**src/rtl/csd_pkg.sv**
```systemverilog
// Shared constellation-scrambler definitions: LFSR seed/step and quadrant rotation codes.
// Used by both the TX scrambler and the RX descrambler so the two stay in lock-step.
package csd_pkg;

  localparam logic [0:12] LFSR_SEED = 13'h1FFF;

  // Codes are the LFSR bit pair {L0, L1} with L0 as the MSB.
  typedef enum logic [1:0] {
    ID    = 2'b00,
    NEG_J = 2'b10,
    NEG   = 2'b01,
    POS_J = 2'b11
  } rot_sel_t;

  typedef enum logic {IDLE, RUN} csd_state_t;

  function automatic logic [0:12] lfsr_next(input logic [0:12] l);
    logic fbk1, fbk2;
    fbk1 = l[7] ^ l[10] ^ l[11] ^ l[12];
    fbk2 = l[6] ^ l[9] ^ l[10] ^ l[11];
    return {fbk2, fbk1, l[0:10]};
  endfunction

endpackage

```
**src/rtl/csd_rx_if.sv**
```systemverilog
// Sample stream into and out of the descrambler, plus the symbol-length error pulse.
interface csd_rx_if #(parameter int DW = 12);
  logic signed [DW-1:0] di_re, di_im;
  logic                 di_frame_start, di_sym_end, di_vld, di_rdy;
  logic signed [DW-1:0] do_re, do_im;
  logic                 do_sym_end, do_vld, do_rdy;
  logic                 sym_len_err;

  modport master (
    output di_re, di_im, di_frame_start, di_sym_end, di_vld, do_rdy,
    input  di_rdy, do_re, do_im, do_sym_end, do_vld, sym_len_err
  );

  modport slave (
    input  di_re, di_im, di_frame_start, di_sym_end, di_vld, do_rdy,
    output di_rdy, do_re, do_im, do_sym_end, do_vld, sym_len_err
  );
endinterface

```
**src/rtl/csd_skid_buf.sv**
```systemverilog
// Output register plus one skid entry; in_rdy is registered so upstream sees no comb path from out_rdy.
module csd_skid_buf #(
  parameter int W = 25
) (
  input  logic         clk,
  input  logic         rst_n,
  input  logic         in_vld,
  input  logic [W-1:0] in_data,
  output logic         in_rdy,
  output logic         out_vld,
  output logic [W-1:0] out_data,
  input  logic         out_rdy
);
  logic         out_vld_q, out_vld_d, skid_vld_q, skid_vld_d, rdy_q, rdy_d;
  logic [W-1:0] out_data_q, out_data_d, skid_data_q, skid_data_d;
  logic         in_fire, pop;

  always_comb begin
    in_fire     = in_vld & rdy_q;
    pop         = out_vld_q & out_rdy;
    out_vld_d   = out_vld_q;
    out_data_d  = out_data_q;
    skid_vld_d  = skid_vld_q;
    skid_data_d = skid_data_q;
    if (!out_vld_q || pop) begin
      // rdy_q is low whenever the skid holds data, so in_fire cannot collide with a skid refill
      if (skid_vld_q) begin
        out_vld_d  = 1'b1;
        out_data_d = skid_data_q;
        skid_vld_d = 1'b0;
      end else begin
        out_vld_d = in_fire;
        if (in_fire) out_data_d = in_data;
      end
    end else if (in_fire) begin
      skid_vld_d  = 1'b1;
      skid_data_d = in_data;
    end
    rdy_d = !skid_vld_d;
  end

  always_ff @(posedge clk) begin
    if (!rst_n) begin
      out_vld_q   <= 1'b0;
      out_data_q  <= '0;
      skid_vld_q  <= 1'b0;
      skid_data_q <= '0;
      rdy_q       <= 1'b0;
    end else begin
      out_vld_q   <= out_vld_d;
      out_data_q  <= out_data_d;
      skid_vld_q  <= skid_vld_d;
      skid_data_q <= skid_data_d;
      rdy_q       <= rdy_d;
    end
  end

  assign in_rdy   = rdy_q;
  assign out_vld  = out_vld_q;
  assign out_data = out_data_q;
endmodule

```
**src/rtl/csd_rx.sv**
```systemverilog
// RX constellation descrambler: undoes the per-subcarrier quadrant rotation from the TX LFSR,
// tracks frame/symbol boundaries and flags symbols whose length differs from NUM_SC.
module csd_rx
  import csd_pkg::*;
#(
  parameter int DW            = 12,
  parameter int NUM_SC        = 1024,
  parameter bit RESEED_ON_SYM = 1'b1
) (
  input  logic    payload_clk,
  input  logic    payload_rst_n,
  csd_rx_if.slave io
);
  localparam int            CW      = (NUM_SC > 1) ? $clog2(NUM_SC) : 1;
  localparam logic [CW-1:0] SC_LAST = CW'(NUM_SC - 1);
  localparam int            W       = 2 * DW + 1;

  csd_state_t           state_q, state_d;
  logic [0:12]          lfsr_q, lfsr_d, cur_lfsr;
  logic [CW-1:0]        sc_cnt_q, sc_cnt_d, sc_base;
  logic                 err_q, err_d;
  logic                 in_rdy, xfer, emit, out_vld;
  logic [W-1:0]         out_data;
  logic signed [DW-1:0] rot_re, rot_im, neg_re, neg_im;
  rot_sel_t             sel;

  assign xfer = io.di_vld & in_rdy;

  always_ff @(posedge payload_clk) begin
    if (!payload_rst_n) state_q <= IDLE;
    else                state_q <= state_d;
  end

  always_comb begin
    state_d = state_q;
    if (xfer && io.di_frame_start) state_d = RUN;
  end

  always_comb begin
    emit     = xfer && (state_q == RUN || io.di_frame_start);
    // frame_start samples are rotated with the seed, not with whatever the LFSR held
    cur_lfsr = io.di_frame_start ? LFSR_SEED : lfsr_q;
    sel      = rot_sel_t'(cur_lfsr[0:1]);
    neg_re   = -io.di_re;
    neg_im   = -io.di_im;
    rot_re   = io.di_re;
    rot_im   = io.di_im;
    unique case (sel)
      ID:    begin rot_re = io.di_re; rot_im = io.di_im; end
      NEG_J: begin rot_re = io.di_im; rot_im = neg_re;   end
      NEG:   begin rot_re = neg_re;   rot_im = neg_im;   end
      POS_J: begin rot_re = neg_im;   rot_im = io.di_re; end
    endcase

    lfsr_d   = lfsr_q;
    sc_cnt_d = sc_cnt_q;
    err_d    = 1'b0;
    sc_base  = io.di_frame_start ? '0 : sc_cnt_q;
    if (emit) begin
      err_d = (state_q == RUN) && io.di_frame_start && (sc_cnt_q != '0);
      if (io.di_sym_end) begin
        err_d    = err_d | (sc_base != SC_LAST);
        sc_cnt_d = '0;
      end else if (sc_base == SC_LAST) begin
        err_d    = 1'b1;
        sc_cnt_d = '0;
      end else begin
        sc_cnt_d = sc_base + 1'b1;
      end
      lfsr_d = (io.di_sym_end && RESEED_ON_SYM) ? LFSR_SEED : lfsr_next(cur_lfsr);
    end
  end

  always_ff @(posedge payload_clk) begin
    if (!payload_rst_n) begin
      lfsr_q   <= LFSR_SEED;
      sc_cnt_q <= '0;
      err_q    <= 1'b0;
    end else begin
      lfsr_q   <= lfsr_d;
      sc_cnt_q <= sc_cnt_d;
      err_q    <= err_d;
    end
  end

  csd_skid_buf #(.W(W)) u_skid (
    .clk      (payload_clk),
    .rst_n    (payload_rst_n),
    .in_vld   (emit),
    .in_data  ({io.di_sym_end, rot_re, rot_im}),
    .in_rdy   (in_rdy),
    .out_vld  (out_vld),
    .out_data (out_data),
    .out_rdy  (io.do_rdy)
  );

  assign io.di_rdy                         = in_rdy;
  assign io.do_vld                         = out_vld;
  assign {io.do_sym_end, io.do_re, io.do_im} = out_data;
  assign io.sym_len_err                    = err_q;
endmodule

```
**src/flat_wrapper.sv**
```systemverilog
// flat-port wrapper written by rule: the top's interface ports become plain ports
module csd_rx_flat import csd_pkg::*;
#(
  parameter int DW            = 12,
  parameter int NUM_SC        = 1024,
  parameter bit RESEED_ON_SYM = 1'b1
)
  (payload_clk, payload_rst_n, io_di_re, io_di_im, io_di_frame_start, io_di_sym_end, io_di_vld, io_do_rdy, io_di_rdy, io_do_re, io_do_im, io_do_sym_end, io_do_vld, io_sym_len_err);
  csd_rx_if #(.DW(DW)) io_i ();
  input  logic payload_clk;
  input  logic payload_rst_n;
  input wire logic [$bits(io_i.di_re)-1:0] io_di_re;
  input wire logic [$bits(io_i.di_im)-1:0] io_di_im;
  input wire logic [$bits(io_i.di_frame_start)-1:0] io_di_frame_start;
  input wire logic [$bits(io_i.di_sym_end)-1:0] io_di_sym_end;
  input wire logic [$bits(io_i.di_vld)-1:0] io_di_vld;
  input wire logic [$bits(io_i.do_rdy)-1:0] io_do_rdy;
  output wire logic [$bits(io_i.di_rdy)-1:0] io_di_rdy;
  output wire logic [$bits(io_i.do_re)-1:0] io_do_re;
  output wire logic [$bits(io_i.do_im)-1:0] io_do_im;
  output wire logic [$bits(io_i.do_sym_end)-1:0] io_do_sym_end;
  output wire logic [$bits(io_i.do_vld)-1:0] io_do_vld;
  output wire logic [$bits(io_i.sym_len_err)-1:0] io_sym_len_err;
  assign io_i.di_re = io_di_re;
  assign io_i.di_im = io_di_im;
  assign io_i.di_frame_start = io_di_frame_start;
  assign io_i.di_sym_end = io_di_sym_end;
  assign io_i.di_vld = io_di_vld;
  assign io_i.do_rdy = io_do_rdy;
  assign io_di_rdy = io_i.di_rdy;
  assign io_do_re = io_i.do_re;
  assign io_do_im = io_i.do_im;
  assign io_do_sym_end = io_i.do_sym_end;
  assign io_do_vld = io_i.do_vld;
  assign io_sym_len_err = io_i.sym_len_err;
  csd_rx #(.DW(DW), .NUM_SC(NUM_SC), .RESEED_ON_SYM(RESEED_ON_SYM)) u_core (.payload_clk(payload_clk), .payload_rst_n(payload_rst_n), .io(io_i));
endmodule
```
**config.mk**
```make
export PLATFORM = sky130hd
export DESIGN_NAME = csd_rx_flat
export DESIGN_NICKNAME = d
export VERILOG_FILES = /design/src/rtl/csd_pkg.sv /design/src/rtl/csd_rx_if.sv /design/src/rtl/csd_skid_buf.sv /design/src/rtl/csd_rx.sv /design/src/flat_wrapper.sv
export SDC_FILE = /design/constraint.sdc
export NUM_CORES = 1
export LEC_CHECK = 0
export BUFFER_PORTS_ARGS = -buffer_cell sky130_fd_sc_hd__buf_2
export CORE_MARGIN = 10
export CORE_UTILIZATION = 45
export CTS_BUF_LIST = sky130_fd_sc_hd__clkbuf_2 sky130_fd_sc_hd__clkbuf_4 sky130_fd_sc_hd__clkbuf_8
export CTS_CLUSTER_SIZE = 28
export DETAILED_ROUTE_END_ITERATION = 7
export PLACE_DENSITY = 0.72
export SYNTH_ARGS = -nofsm -noshare
export SYNTH_HDL_FRONTEND = slang
export SYNTH_SLANG_ARGS = --single-unit
```
**constraint.sdc**
```tcl
create_clock -name payload_clk -period 6 [get_ports payload_clk]
set_input_delay 1.2 -clock payload_clk [delete_from_list [all_inputs] [get_ports payload_clk]]
set_output_delay 1.2 -clock payload_clk [all_outputs]
set_load 0.05 [all_outputs]
```
### After elaboration in Yosys (flattened, before gate mapping)

Index checks and enable logic that the tools add are counted.

* $add $sub $neg: 3
* equal/unequal tests: 5
* muxes and demuxes: 14
* bitwise operators: 11
* reduce and logical (&&, ||, !) cells: 14

Operator list (number)
* case mux 12 bit (4 select lines): 2
* 2-to-1 mux 25 bit: 2
* 2-to-1 mux 10 bit: 3
* 2-to-1 mux 13 bit: 2
* negation 12 bit: 2
* adder 10 x 1 -> 10 bit, second input constant: 1
* equality test 10 bit, second input constant: 1
* != test 10 bit, second input constant: 1
* nonzero test 10 bit: 1
* AND reduction 2 bit: 3
* bitwise XOR 1 bit: 6
* 2-to-1 mux 1 bit: 5
* equality test 2 bit, second input constant: 2
* logical AND 1 bit: 4
* AND 1 bit: 3
* equality test 2 x 1 -> 1 bit, second input constant: 1
* logical NOT 1 bit: 2
* logical NOT 2 bit: 1
* logical OR 1 bit: 2
* nonzero test 2 bit: 1
* NOT 1 bit: 1
* OR 1 bit: 1

* register bits: 78
* input bits: 30
* output and inout bits: 28
* word-level logic and storage cells: 56

### Logic depth before layout (Yosys ltp)

* word-level depth: 6
* mapped depth: 12

### Hierarchy

Synthesis repeated with hierarchy kept, for this count alone.

* cells, all modules: 587
* area total of the unflattened synthesis: 4939.7 µm²

By module, submodules not included
* csd_rx: times used 1, cells an instance 352, area an instance 2671.3 µm², seq. area each 500.5 µm²
* csd_skid_buf: times used 1, cells an instance 235, area an instance 2268.4 µm², seq. area each 1061.0 µm²

### Worst setup path after synthesis

OpenSTA, ideal clock, no wires.

* path type: in2reg
* start point: input io_di_frame_start
* end point: register u_core.sc_cnt_q[4]
* arrival: 3480 ps
* required time: 5942 ps
* path slack: 2462 ps
* stages on the path: 12
* buffers on the path: 4
* path through: clkbuf_1 > buf_2 > buf_2 > buf_1 > nor2b_1 > ha_1 > and3_1 > and3_1 > and3_1 > nor2_1 > and3_1 > o221a_2

* cells in the longest elaborated chain, start to end: 4
* elaborated cells on any way between the ends: 7
* classes of those cells: add/sub: 1; eq/ne: 1; mux: 3; reduce/logical: 2

Ends and longest elaborated chain
* from (decl): line flat_wrapper.sv:14 `input wire logic [$bits(io_i.di_frame_start)-1:0] io_di_frame_start;`
* 2-to-1 mux 10 bit: line csd_rx.sv:58 `sc_base = io.di_frame_start ? '0 : sc_cnt_q;`
* adder 10 x 1 -> 10 bit or equality test 10 bit (tied branches): line csd_rx.sv:68, csd_rx.sv:64
* 2-to-1 mux 10 bit: line csd_rx.sv:64 `end else if (sc_base == SC_LAST) begin`
* 2-to-1 mux 10 bit: line csd_rx.sv:61 `if (io.di_sym_end) begin`
* to (signal assigned): line csd_rx.sv:81 `sc_cnt_q <= sc_cnt_d;`
* to (decl): line csd_rx.sv:20 `logic [CW-1:0] sc_cnt_q, sc_cnt_d, sc_base;`

Several ways; a longest one is shown, not always the timed one.
A chain may end at the register's enable or synchronous reset.

### Worst setup path in the final report

* start point: input io_di_frame_start
* end point: register u_core.u_skid.out_data_q[3] (netlist: u_core.u_skid.out_data[3])

* cells in the longest elaborated chain, start to end: 5
* elaborated cells on any way between the ends: 13
* classes of those cells: eq/ne: 3; mux: 4; bitwise: 1; reduce/logical: 5

Ends and longest elaborated chain
* 2-to-1 mux 13 bit or logical OR 1 bit (tied branches): line csd_rx.sv:42, csd_rx.sv:40
* equality test 2 bit (tied with other cells): line csd_rx.sv:48 `unique case (sel)`
* case mux 12 bit (4 select lines) or AND 1 bit (tied branches): line csd_rx.sv:48, csd_skid_buf.sv:19
* 2-to-1 mux 25 bit or nonzero test 2 bit (tied branches)
* 2-to-1 mux 25 bit or AND reduction 2 bit (tied branches)
* to (signal assigned): line csd_skid_buf.sv:51 `out_data_q <= out_data_d;`
* to (decl): line csd_skid_buf.sv:15 `logic [W-1:0] out_data_q, out_data_d, skid_data_q, skid_data_d;`

Several ways; a longest one is shown, not always the timed one. The select of a mux whose other input is x is not followed.

==> impl_metrics.py <==
metrics = {
    "clock_tree": {
        "cts_tree": "yes",
        "clk_latency_ps": 360,
        "cts-root-buf": "clkbuf_8",
        "htreeDepth": 3,
        "cts_num_sinks": 78,
        "max-clock-path-buffers": 2,
        "cts_buffers": 9,
        "cts_hold_buf": 0,
        "cts-resized-gates": 0,
        "cts_setup_buffers": 0,
        "clkTransAtPathRegs_ps": 70,
    },
    "grt": {
        "track_usage_pct": 19.0,
        "grt_pass1_wl_um": 23300,
        "grt_max_degree": 62,
        "antenna_found_initial": 0,
        "grt_pass1_vias": 4582,
        "overflow": 0,
    },
    "die": {
        "fp-row-count": 37,
        "coreArea_um2": 10400,
        "die_width_um": 123,
        "ios": 58,
        "design.die.area_um2": 15200,
        "initial_utilization_pct": 46.4,
        "die_h_um": 123,
    },
    "synthesis": {
        "synth_flop_cell": "dfxtp_1",
        "synth_top_area_cell": "dfxtp_1",
        "synth_edf_count": 0,
        "netlist_instances": 628,
        "synthTopCellsByArea": "dfxtp_1, o21ai_0, nand2_1, a21oi_1, clkbuf_1",
        "syn_avg_cell_area_um2": 7.67,
        "synth_fp_nets": 661,
        "ys_ff_latch": 78,
        "synth_top_area_share_pct": 32.4,
        "synth_warnings": 0,
        "synthArstFlopShare_pct": 0,
        "yosysUniqueCellTypes": 64,
        "syn-cell-area_um2": 4810,
        "seq_area_frac_synth_pct": 32.4,
    },
    "timing": {
        "finClkSkew_ps": 8.50,
        "finalSetupTns_ps": 0,
        "setup_viol": 0,
        "rsz0062_at_grt": "no",
        "relSlewSlack_pct": 29.9,
        "fmax_ghz": 0.274,
        "period_share_pct": 60.7,
        "tightest_slew_ps": 1050,
        "drv_slew": 0,
        "hold_viol": 0,
        "period_needed_ps": 3640,
    },
    "drt": {
        "wl_per_cell_um": 19.0,
        "wirelength_um": 15000,
        "avgViaCountPerCell": 6.35,
        "firstDrtPassIters": 7,
        "vias": 4995,
        "final_antenna_net_count": 0,
        "post-route-drc-count": 0,
        "drt_iter0_drc": 572,
    },
    "layout": {
        "drive_gt1_share_pct": 15.7,
        "fillCellCount": 1034,
        "multi_input_area_um2": 2980,
        "layout.nets": 679,
        "area_growth_syn_to_layout_pct": 10.1,
        "diodes": 0,
        "fin_cells": 787,
        "regArea_um2": 1560,
    },
    "critical_path": {
        "worstSetupEndpointType": "register",
        "crit_chain": "buf_2 > o211a_1 > nor2_1 > nor2_2 > nand3b_1 > o221ai_1",
        "cp.required_ps": 6270,
        "worstPathMaxFanout": 36,
        "slowest_stage": "o211a_1",
        "slowest_delay_ps": 700,
        "critPathArrivalTime_ps": 3920,
        "setup.worst_path.class": "in -> reg",
        "startpoint_type": "primary input",
    },
    "power_and_ir_drop": {
        "power_switching_uw": 349,
        "power_frac_seq_pct": 47.5,
        "leakage_nw": 2.10,
        "intPower_uw": 783,
        "switching_share_pct": 30.8,
        "powerDensity_nw_per_um2": 214,
        "ir_drop_mv": 0.140,
        "comb_power_share_pct": 19.1,
        "pwr-share-clk_pct": 33.4,
    },
    "place": {
        "io_buffers": 57,
        "gp_congestion": 0.987,
        "dp.cells": 771,
        "hpwlAfterDp_um": 10300,
    },
    "run_status": {
        "status": "complete, no violations",
    },
    "job": {
        "maxCapViolCount": 0,
    },
    "worst_hold_path": {
        "hold_path_class": "reg -> reg",
    },
}
-- synthesized netlist by cell type (6+ instances only) --
cell,count
clkbuf_1,44
a22oi_1,6
nor2_1,44
xor2_1,7
nor4_1,6
nand3_1,22
nand3b_1,7
a21oi_1,36
and2_1,10
buf_2,7
xnor2_1,11
o22ai_1,8
buf_1,7
and3_1,10
nand4_1,7
dfxtp_1,78
a31oi_1,16
a21boi_0,13
o211a_1,13
inv_1,11
a211oi_1,8
nor2b_1,14
nand2b_1,7
nand2_1,57
o211ai_1,8
mux2i_1,13
nor3b_1,7
o21ai_0,59
nor3_1,21
-- cell usage in the layout (no fill, tap or decap), types with 6 or more instances in the layout --
| cell | Yosys | routed |
|---|---|---|
| o22ai_1 | 8 | 8 |
| buf_4 | 0 | 9 |
| nor2b_1 | 14 | 14 |
| dfxtp_1 | 78 | 78 |
| nor3_1 | 21 | 21 |
| a211oi_1 | 8 | 8 |
| o211ai_1 | 8 | 8 |
| a21boi_0 | 13 | 13 |
| and3_1 | 10 | 10 |
| nor2_1 | 44 | 43 |
| nand2_1 | 57 | 57 |
| nand4_1 | 7 | 7 |
| clkbuf_8 | 0 | 12 |
| xor2_1 | 7 | 7 |
| a21oi_1 | 36 | 36 |
| a31oi_1 | 16 | 16 |
| nand2b_1 | 7 | 7 |
| o21ai_0 | 59 | 59 |
| o211a_1 | 13 | 13 |
| mux2i_1 | 13 | 13 |
| xnor2_1 | 11 | 11 |
| nand3_1 | 22 | 22 |
| a22oi_1 | 6 | 6 |
| buf_2 | 7 | 57 |
| nand3b_1 | 7 | 7 |
| inv_1 | 11 | 11 |
| and2_1 | 10 | 10 |
| nor3b_1 | 7 | 7 |
-- through the flow --
stage / power [mW] / instance area [µm²] / worst slack [ps] / hold WS (ps) / utilization (%)
2_1_floorplan: 0.701 / 4810 / 2460 / 443 / -
3_3_place_gp: 0.758 / 5110 / 2180 / 444 / 49.3
3_5_place_dp: 0.762 / 5110 / 2070 / 451 / 49.3
4_1_cts: 1.13 / 5300 / 2430 / 462 / 51.1
5_1_grt: 1.17 / 5300 / 2130 / 492 / 51.1
6_report: 1.13 / 5300 / 2360 / 462 / 51.1
-- flip-flops by register name, summed over array words and instances (netlist names) --
signal,flops
u_core.io.sym_len_err,1
u_core.lfsr_q,13
u_core.sc_cnt_q,10
u_core.state_q,1
u_core.u_skid.in_rdy,1
u_core.u_skid.out_data,25
u_core.u_skid.out_vld,1
u_core.u_skid.skid_data_q,25
u_core.u_skid.skid_vld_q,1
-- logic make-up after synthesis --
family | count (synthesis) | synth area share (%)
simple gates | 227 | 24.2
compound gates | 217 | 30.5
flops | 78 | 32.4
buf+inv | 71 | 5.87
xor+xnor | 18 | 3.27
mux | 14 | 2.94
fa+ha+maj | 3 | 0.780
-- critical path: cells and delay by family --
kind / cells / cell delay, ps
buf+inv: 1 / 540
simple gates: 3 / 1170
compound gates: 2 / 990
-- power by group through the flow --
| stage | Sequential [mW] | Combinational (mW) | Clock [mW] |
|---|---|---|---|
| after floorplan | 0.583 | 0.118 | 0 |
| after global placement | 0.549 | 0.209 | 0 |
| after detailed placement | 0.549 | 0.213 | 0 |
| after CTS | 0.537 | 0.214 | 0.383 |
| after global routing | 0.539 | 0.232 | 0.404 |
| final | 0.537 | 0.217 | 0.378 |
-- path summary, 6_finish.rpt --
| check | from | to | slack [ps] | cells past startpoint |
|---|---|---|---|---|
| worst min register to register | u_core.u_skid.out_data[0] | u_core.u_skid.out_data[0] | 460 | 2 |
| worst max-delay path | io_di_frame_start | u_core.u_skid.out_data[3] | 2360 | 6 |
| worst max register to register | u_core.lfsr_q[0] | u_core.u_skid.out_data[10] | 3180 | 7 |
| worst min-delay path | u_core.u_skid.out_data[0] | u_core.u_skid.out_data[0] | 460 | 2 |
-- area by class of cell --
class	instances	area share, %
multi-input combinational	479	56.2
sequential	78	29.5
timing repair buffer	66	6.66
clock buffer	13	3.26
tap	136	3.21
inverter	12	0.850
clock inverter	3	0.331
-- layer usage --
| layer | global-route usage [%] | share of wire [%] | up-vias |
|---|---|---|---|
| met5 | 0 | 0 | - |
| met1 | 23.2 | 42 | 2368 |
| met3 | 4.10 | 5.8 | 43 |
| li1 | - | - | 2363 |
| met4 | 9.32 | 3.9 | 0 |
| met2 | 31.0 | 48 | 221 |
No activity file was read; power rests on OpenSTA's default activity.
